**src/rtl/mem_bus_arbiter.sv**
```systemverilog
// Two-master arbiter for the external memory bus: round-robin grant, burst lock that keeps a
// line fill/writeback on one master, and a watchdog that aborts words the slave never acks.
module mem_bus_arbiter #(
  parameter int unsigned TIMEOUT_CYCLES = 256,
  parameter int unsigned TO_WIDTH       = 8
) (
  input  logic        clk,
  input  logic        res,

  input  logic        m0_re,
  input  logic        m0_we,
  input  logic        m0_io,
  input  logic        m0_lock,
  input  logic [31:0] m0_addr,
  input  logic [31:0] m0_dataOut,
  output logic [31:0] m0_dataIn,
  output logic        m0_ready,
  output logic        m0_err,

  input  logic        m1_re,
  input  logic        m1_we,
  input  logic        m1_io,
  input  logic        m1_lock,
  input  logic [31:0] m1_addr,
  input  logic [31:0] m1_dataOut,
  output logic [31:0] m1_dataIn,
  output logic        m1_ready,
  output logic        m1_err,

  input  logic        db_ready,
  input  logic [31:0] db_dataIn,
  output logic [31:0] db_addr,
  output logic [31:0] db_dataOut,
  output logic        db_re,
  output logic        db_we,
  output logic        db_io
);

  localparam logic [1:0] StIdle = 2'd0;
  localparam logic [1:0] StG0   = 2'd1;
  localparam logic [1:0] StG1   = 2'd2;

  localparam logic [TO_WIDTH-1:0] WdogLast = TO_WIDTH'(TIMEOUT_CYCLES - 1);

  logic [1:0]          r_state, w_state_d;
  logic                r_prio, w_prio_d;
  logic [TO_WIDTH-1:0] r_wdog, w_wdog_d;

  logic w_g0, w_g1, w_gnt;
  logic w_req0, w_req1, w_sel_req, w_oth_req, w_sel_lock;
  logic w_we_s, w_re_s, w_strobe, w_done, w_timeout, w_release;

  // Grants are masked by reset so nothing reaches the bus or the masters while res is low.
  assign w_g0  = res & (r_state == StG0);
  assign w_g1  = res & (r_state == StG1);
  assign w_gnt = w_g0 | w_g1;

  assign w_req0     = m0_re | m0_we;
  assign w_req1     = m1_re | m1_we;
  assign w_sel_req  = w_g1 ? w_req1 : w_req0;
  assign w_oth_req  = w_g1 ? w_req0 : w_req1;
  assign w_sel_lock = w_g1 ? m1_lock : m0_lock;

  // Write wins when a master raises both strobes.
  assign w_we_s   = w_gnt & (w_g1 ? m1_we : m0_we);
  assign w_re_s   = w_gnt & (w_g1 ? (m1_re & ~m1_we) : (m0_re & ~m0_we));
  assign w_strobe = w_we_s | w_re_s;

  assign w_done    = w_strobe & db_ready;
  assign w_timeout = w_strobe & ~db_ready & (r_wdog == WdogLast);
  assign w_release = w_gnt & ~w_sel_lock & (w_done | ~w_sel_req);

  assign db_re      = w_re_s & ~w_timeout;
  assign db_we      = w_we_s & ~w_timeout;
  assign db_io      = w_gnt & (w_g1 ? m1_io : m0_io);
  assign db_addr    = w_g0 ? m0_addr : (w_g1 ? m1_addr : 32'h0);
  assign db_dataOut = w_g0 ? m0_dataOut : (w_g1 ? m1_dataOut : 32'h0);

  assign m0_dataIn = db_dataIn;
  assign m1_dataIn = db_dataIn;
  assign m0_ready  = w_g0 & w_done;
  assign m1_ready  = w_g1 & w_done;
  assign m0_err    = w_g0 & w_timeout;
  assign m1_err    = w_g1 & w_timeout;

  always_comb begin
    w_state_d = r_state;
    w_prio_d  = r_prio;
    w_wdog_d  = r_wdog;
    case (r_state)
      StIdle: begin
        w_wdog_d = '0;
        if (w_req0 && w_req1) begin
          w_state_d = r_prio ? StG1 : StG0;
        end else if (w_req0) begin
          w_state_d = StG0;
        end else if (w_req1) begin
          w_state_d = StG1;
        end
      end
      StG0, StG1: begin
        if (w_timeout) begin
          w_state_d = StIdle;
          w_prio_d  = (r_state == StG0);
          w_wdog_d  = '0;
        end else if (w_release) begin
          // Hand straight to the other master if it is waiting, otherwise park in idle.
          w_prio_d  = (r_state == StG0);
          w_wdog_d  = '0;
          if (w_oth_req) begin
            w_state_d = (r_state == StG0) ? StG1 : StG0;
          end else begin
            w_state_d = StIdle;
          end
        end else if (w_done) begin
          w_wdog_d = '0;
        end else if (w_strobe) begin
          w_wdog_d = r_wdog + TO_WIDTH'(1);
        end
      end
      default: begin
        w_state_d = StIdle;
        w_wdog_d  = '0;
      end
    endcase
  end

  always_ff @(posedge clk) begin
    if (!res) begin
      r_state <= StIdle;
      r_prio  <= 1'b0;
      r_wdog  <= '0;
    end else begin
      r_state <= w_state_d;
      r_prio  <= w_prio_d;
      r_wdog  <= w_wdog_d;
    end
  end

endmodule

```
**config.mk**
```make
export PLATFORM = sky130hd
export DESIGN_NAME = mem_bus_arbiter
export DESIGN_NICKNAME = d
export VERILOG_FILES = /design/src/rtl/mem_bus_arbiter.sv
export SDC_FILE = /design/constraint.sdc
export NUM_CORES = 1
export LEC_CHECK = 0
export BUFFER_PORTS_ARGS = -buffer_cell sky130_fd_sc_hd__buf_2
export CAP_MARGIN = 10
export CORE_AREA = 2 2 119 121
export DETAILED_ROUTE_END_ITERATION = 16
export DIE_AREA = 0 0 121 123
export PLACE_DENSITY = 0.46
export SLEW_MARGIN = 40
export SYNTH_ARGS = -nofsm -noshare
export SYNTH_HDL_FRONTEND = slang
export SYNTH_SLANG_ARGS = --single-unit
```
**constraint.sdc**
```tcl
create_clock -name clk -period 2.1 [get_ports clk]
set_clock_uncertainty 0.2 [all_clocks]
set_input_delay 0.315 -clock clk [delete_from_list [all_inputs] [get_ports clk]]
set_output_delay 0.315 -clock clk [all_outputs]
set_load 0.01 [all_outputs]
```
==> results of run 1 <==
-- stage by stage --
stage,std cells,setup slack [ns]
after detailed placement,585,-0.108
final,609,-0.288
after global routing,608,-0.355
after floorplan,252,-0.0826
after CTS,604,-0.325
after global placement,585,-0.0884
-- layout make-up --
| type | instances | area [um^2] | area share, % |
|---|---|---|---|
| antenna | 1 | 2.50 | 0.0701 |
| clock inverter | 1 | 5.00 | 0.140 |
| multi-input combinational | 155 | 1350 | 37.8 |
| clock buffer | 3 | 75.1 | 2.10 |
| timing repair buffer | 252 | 1660 | 46.5 |
| sequential | 11 | 225 | 6.31 |
| tap | 180 | 225 | 6.31 |
| inverter | 6 | 25.0 | 0.701 |
-- cells in the mapped netlist (all sizes together) --
cell | count | area (um^2)
a211o | 1 | 8.76
a21boi | 1 | 7.51
a21oi | 4 | 20.0
a22o | 64 | 561
and2 | 2 | 12.5
and3 | 1 | 6.26
and4 | 1 | 8.76
buf | 73 | 532
clkbuf | 7 | 26.3
dfxtp | 11 | 220
ha | 5 | 62.6
inv | 6 | 22.5
mux2i | 4 | 40.0
nand2 | 9 | 36.3
nand3 | 6 | 30.0
nand4 | 2 | 18.8
nand4b | 2 | 17.5
nor2 | 15 | 56.3
nor2b | 2 | 12.5
nor3 | 2 | 10.0
nor3b | 1 | 7.51
nor4 | 1 | 6.26
o2111a | 1 | 12.5
o2111ai | 5 | 43.8
o211ai | 1 | 7.51
o21a | 1 | 7.51
o21ai | 11 | 70.1
o22ai | 1 | 6.26
o31a | 1 | 17.5
o31ai | 1 | 7.51
o41ai | 1 | 8.76
or2 | 1 | 6.26
or3b | 1 | 11.3
xor2 | 7 | 61.3
-- per-layer routing --
layer | track usage (%) | vias to the layer above | routed length (um)
li1 | - | 1239 | -
met1 | 16.7 | 1216 | 4450
met2 | 21.5 | 180 | 5270
met3 | 3.51 | 8 | 1140
met4 | 3.13 | 0 | 148
met5 | 0 | - | 0
-- kinds of logic after synthesis --
| logic type | count (synthesis) |
|---|---|
| flops | 11 |
| compound gates | 93 |
| xor+xnor | 7 |
| simple gates | 46 |
| fa+ha+maj | 5 |
| buf+inv | 86 |
| mux | 4 |
-- timing repair --
item / CTS / global route
cloned: 6 / 1
buffers inserted: 9 / 3
pin swaps: 11 / 9
setup endpoints to repair: 76 / 82
gates resized for setup: 19 / 20
-- final timing paths --
kind                                   end  slack [ns]  cells after the start
worst min-delay path            r_state[1]        0.25                      3
worst min register to register      r_prio        0.27                      2
worst max register to register  r_state[1]       -0.11                      9
worst max-delay path                 db_re       -0.29                      8
-- report_power, final --
part | internal (mW) | leakage [nW] | switching (mW)
sequential | 0.237 | 0.0900 | 0.0295
combinational | 1.10 | 1.73 | 0.940
clock | 0.253 | 0.0409 | 0.0997
total | 1.59 | 1.86 | 1.07
-- sequential cells by signal, indices dropped and copies added (netlist names) --
register	cells
r_state	2
r_prio	1
r_wdog	8
-- critical path, stage by stage, from the launching register on --
cell	delay (ns)
dfxtp_4	0.37
inv_4	0.04
ha_4	0.15
or3b_4	0.39
o21ai_4	0.23
buf_4	0.15
buf_4	0.09
and2_4	0.13
buf_6	0.09
==> summary.txt, run 1 <==
Min path
  • HP Class: primary input to flop
  • Worst hold start: res

Logic synthesis
  • Synth Warn #: 0
  • Cells after synthesis: 252
  • Area share of fa/ha/maj cells after synthesis: 3.15%
  • Post-synthesis cell area: 1980 um^2
  • Proportion of synthesized area in mux cells: 2.02%
  • Largest family of logic cells by synthesized area: compound AO/OA/AOI/OAI gates
  • Post-Synth Simple-Gate Area: 12.1%
  • Synth Area in Compound Gates: 39.2%
  • Xor/xnor cell area share of the yosys netlist: 3.09%
  • Yosys cell types: 40
  • Mean area per synthesized cell: 7.87 um^2
  • Post-synthesis net count: 428
  • Seq/Total Area, Yosys: 11.1%
  • Number of synthesized register bits: 11

Setup path
  • Critical path endpoint category: output port
  • Critical path class: flop to output port
  • CP Launch Point: r_state[0]
  • Critical path arrival: 1.87 ns
  • Crit start category: flop
  • Worst Path Max Fanout: 4
  • WP data required: 1.58 ns
  • R2R Path Start: r_state[0]

Final layout
  • Final #Nets: 605
  • Area delta synth->final: 80.1%
  • Most common cell after layout, fill and taps aside: buf_2
  • Final Cell Area: 3570 um^2
  • Most frequent cells in the layout: 199 x buf_2, 59 x a22o_1, 31 x buf_4
  • Utilization after layout: 26.2%
  • Share of post-route cells with drive strength above 1: 68.0%
  • Fillers: 1488

Timing
  • Final Hold Fails: 0
  • Slew HR: 76.5%
  • Fmax: 419 MHz
  • Least-Margin Pin Slew: 0.348 ns
  • Slew Viols, Final: 0
  • Min Tclk post-route: 2.39 ns
  • Setup Total Neg Slack: -14.33 ns
  • Final setup vio count: 77
  • Worst setup margin: -0.288 ns
  • RSZ-0062 raised after global routing: yes
  • WHS: 0.254 ns
  • Period utilization: 114%

Floorplanning
  • Initial Utilization: 14.6%
  • Area of the core: 13600 um^2
  • Die area: 14900 um^2
  • Width of the die: 121 um
  • Num ports: 306
  • Die Y-Extent: 123 um
  • Core Rows: 43

GRT
  • Tot GR Track Use: 13.0%
  • GR Overflow Total: 0
  • Largest net degree at the start of global routing: 27
  • Initial antenna violation count: 1
  • Vias in the first global route: 2479
  • First-pass GRT wire length: 14.6 mm

Clocking
  • Clock slew at reported path FFs: 0.04 ns
  • H-tree depth reported by CTS: 1
  • Root Buffer: clkbuf_16
  • CTS buffer count: 3
  • CTS Sinks: 11
  • Worst-skew pair later-pin latency: 0.24 ns
  • Cts hold-fix bufs: 0
  • CTS tree: done
  • Clock buffer depth: 2

Outcome
  • Status: finished, violations left
  • Failing checks: negative setup slack

Routing
  • Final wirelength: 11.0 mm
  • DR vias: 2643
  • DR iter-0 viols: 77
  • Pre-antenna DRT Iters: 4
  • DR WL/cell: 18.1 um
  • Routed Antenna Nets: 0
  • Avg Vias per Cell: 4.34
  • Post-route DRC: 0

Placed design
  • Port bufs: 209
  • Post-DP HPWL: 8.61 mm
  • GP Congestion: 0.846
  • Placed inst area: 2990 um^2

Job
  • Max-Cap Viols: 0

Power and ir drop
  • Pwr dens: 746 nW/um^2
  • Pwr Total: 2.66 mW
  • Worst VDD drop: 443 uV
  • LEAKAGE: 1.86 nW
(Power assumes the default switching activity.)
==> run 2, diff against run 1 <==
==> config.mk (replaced) <==
export PLATFORM = sky130hd
export DESIGN_NAME = mem_bus_arbiter
export DESIGN_NICKNAME = d
export VERILOG_FILES = /design/src/rtl/mem_bus_arbiter.sv
export SDC_FILE = /design/constraint.sdc
export NUM_CORES = 1
export LEC_CHECK = 0
export CAP_MARGIN = 10
export CORE_AREA = 2 2 117 119
export DETAILED_ROUTE_END_ITERATION = 16
export DIE_AREA = 0 0 119 121
export DONT_BUFFER_PORTS = 1
export PLACE_DENSITY = 0.3
export SLEW_MARGIN = 40
export SYNTH_ARGS = -nofsm -noshare
export SYNTH_HDL_FRONTEND = slang
export SYNTH_SLANG_ARGS = --single-unit
==> summary.txt, run 2 (synthesis gave the netlist of run 1 again) <==
GRT
  • Largest net degree at the start of global routing: 23
  • Initial antenna violation count: 0
  • First-pass GRT wire length: 15.7 mm
  • Tot GR Track Use: 15.5%
  • GR Overflow Total: 0
  • Vias in the first global route: 1992

Timing
  • Slew HR: 81.5%
  • WHS: 0.0184 ns
  • Fmax: 431 MHz
  • Final setup vio count: 73
  • Worst setup margin: -0.220 ns
  • Least-Margin Pin Slew: 0.274 ns
  • RSZ-0062 raised after global routing: yes
  • Slew Viols, Final: 0
  • Min Tclk post-route: 2.32 ns
  • Final Hold Fails: 0
  • Period utilization: 110%

Setup path
  • WP data required: 1.58 ns
  • Worst Path Max Fanout: 8
  • CP Launch Point: r_state[0]
  • R2R cell count: 9
  • Critical path arrival: 1.81 ns
  • Crit start category: flop
  • Critical path endpoint category: output port
  • R2R Path Start: r_state[0]
  • Critical path class: flop to output port

Floorplanning
  • Core Rows: 42
  • Initial Utilization: 15.2%
  • Area of the core: 13100 um^2
  • Die Y-Extent: 121 um
  • Die area: 14400 um^2
  • Width of the die: 119 um
  • Num ports: 306

Final layout
  • Most frequent cells in the layout: 53 x a22o_4, 35 x buf_4, 14 x buf_12
  • Area delta synth->final: 62.6%
  • Register with the most flip-flops: r_wdog
  • ANT cells: 0
  • Top flop regs: r_wdog (8), r_state (2), r_prio (1)
  • Share of post-route cells with drive strength above 1: 62.0%
  • Final Cell Area: 3230 um^2
  • Most common cell after layout, fill and taps aside: a22o_4
  • Final #Nets: 422
  • Largest register FFs: 8

Clocking
  • Root Buffer: clkbuf_16
  • Clock buffer depth: 2
  • CTS Sinks: 11
  • CTS tree: done
  • Clock slew at reported path FFs: 0.05 ns
  • H-tree depth reported by CTS: 1
  • Worst-skew pair later-pin latency: 0.24 ns
  • CTS buffer count: 3
  • Cts hold-fix bufs: 0

Routing
  • Post-route DRC: 0
  • Routed Antenna Nets: 0
  • DR WL/cell: 28.8 um
  • Avg Vias per Cell: 4.79
  • Pre-antenna DRT Iters: 4
  • DR vias: 2016
  • Final wirelength: 12.1 mm
  • DR iter-0 viols: 69

Min path
  • Worst hold start: res
  • Hold Crit Depth: 2
  • HP Class: primary input to flop

Power and ir drop
  • Int Pwr: 1.73 mW
  • Clk pwr share: 12.6%
  • Pwr dens: 879 nW/um^2
  • Worst VDD drop: 322 uV
  • Switching share of power: 39.1%
  • Switching pwr: 1.11 mW
  • Combinational share of power: 78.3%
  • LEAKAGE: 1.38 nW
  • Flop pwr share: 9.0%

Outcome
  • Status: finished, violations left
  • Failing checks: negative setup slack

Job
  • Max-Cap Viols: 0

Placed design
  • Placed inst area: 2060 um^2
  • Post-DP HPWL: 9.56 mm
  • GP Congestion: 0.852
  • Port bufs: 0
-- run 2: cell count changes in the layout (fill, tap and decap cells not counted), sizes merged --
cell	previous run	this run
buf	245	67
bufbuf	6	1
clkbuf	4	5
clkinv	1	0
diode	1	0
-- run 2: worst max-delay path, cell delays in order (launching register included) --
cell	delay (ns)
dfxtp_4	0.34
inv_2	0.04
ha_4	0.16
buf_12	0.13
nand2_8	0.07
nor2_4	0.04
buf_12	0.14
buf_12	0.15
buf_12	0.12
buf_16	0.12
a22o_4	0.23
-- run 2: cell type report --
class,count,area (um^2)
Timing Repair Buffer,69,921
Inverter,6,22.5
Sequential cell,11,225
Tap cell,176,220
Fill cell,1401,9860
Clock buffer,4,78.8
Multi-Input combinational cell,155,1760
-- run 2: power by group through the flow --
stage / clock network, mW / logic, mW / registers (mW)
detailed placement: 0 / 1.41 / 0.259
global route: 0.377 / 2.35 / 0.259
floorplan: 0 / 1.02 / 0.259
global placement: 0 / 1.42 / 0.261
finish: 0.358 / 2.22 / 0.257
CTS: 0.370 / 2.12 / 0.257
-- run 2: metrics by stage --
stage / worst slack, ns / total power [mW] / std cells / setup TNS [ns] / utilization, %
after floorplan: -0.0826 / 1.28 / 252 / -0.404 / -
after global placement: -0.0633 / 1.68 / 383 / -0.304 / 15.7
after detailed placement: -0.0498 / 1.67 / 383 / -0.222 / 15.7
after CTS: -0.215 / 2.75 / 416 / -9.44 / 23.4
after global routing: -0.266 / 2.99 / 421 / -12.41 / 24.7
final: -0.220 / 2.84 / 421 / -8.33 / 24.7
-- run 2: worst paths after layout --
check / endpoint / slack, ns
max: db_addr[25] / -0.22
max reg2reg: r_state[1] / -0.17
min: r_state[0] / 0.02
min reg2reg: r_prio / 0.27
-- run 2: what timing repair did --
| item | in CTS | in global routing |
|---|---|---|
| endpoints found under the setup margin | 82 | 82 |
| endpoints found under the hold margin | 0 | 0 |
| setup buffers | 20 | 5 |
| gates cloned | 9 | 1 |
| gates resized for setup | 78 | 17 |
| pin swaps | 33 | 14 |
-- run 2: metal layers --
layer	global-route usage [%]	share of wire, %	vias to the layer above
met5	0	0	-
met4	2.16	0.79	0
met3	5.83	9.5	7
met2	27.6	52	165
met1	18.1	38	967
li1	-	-	877
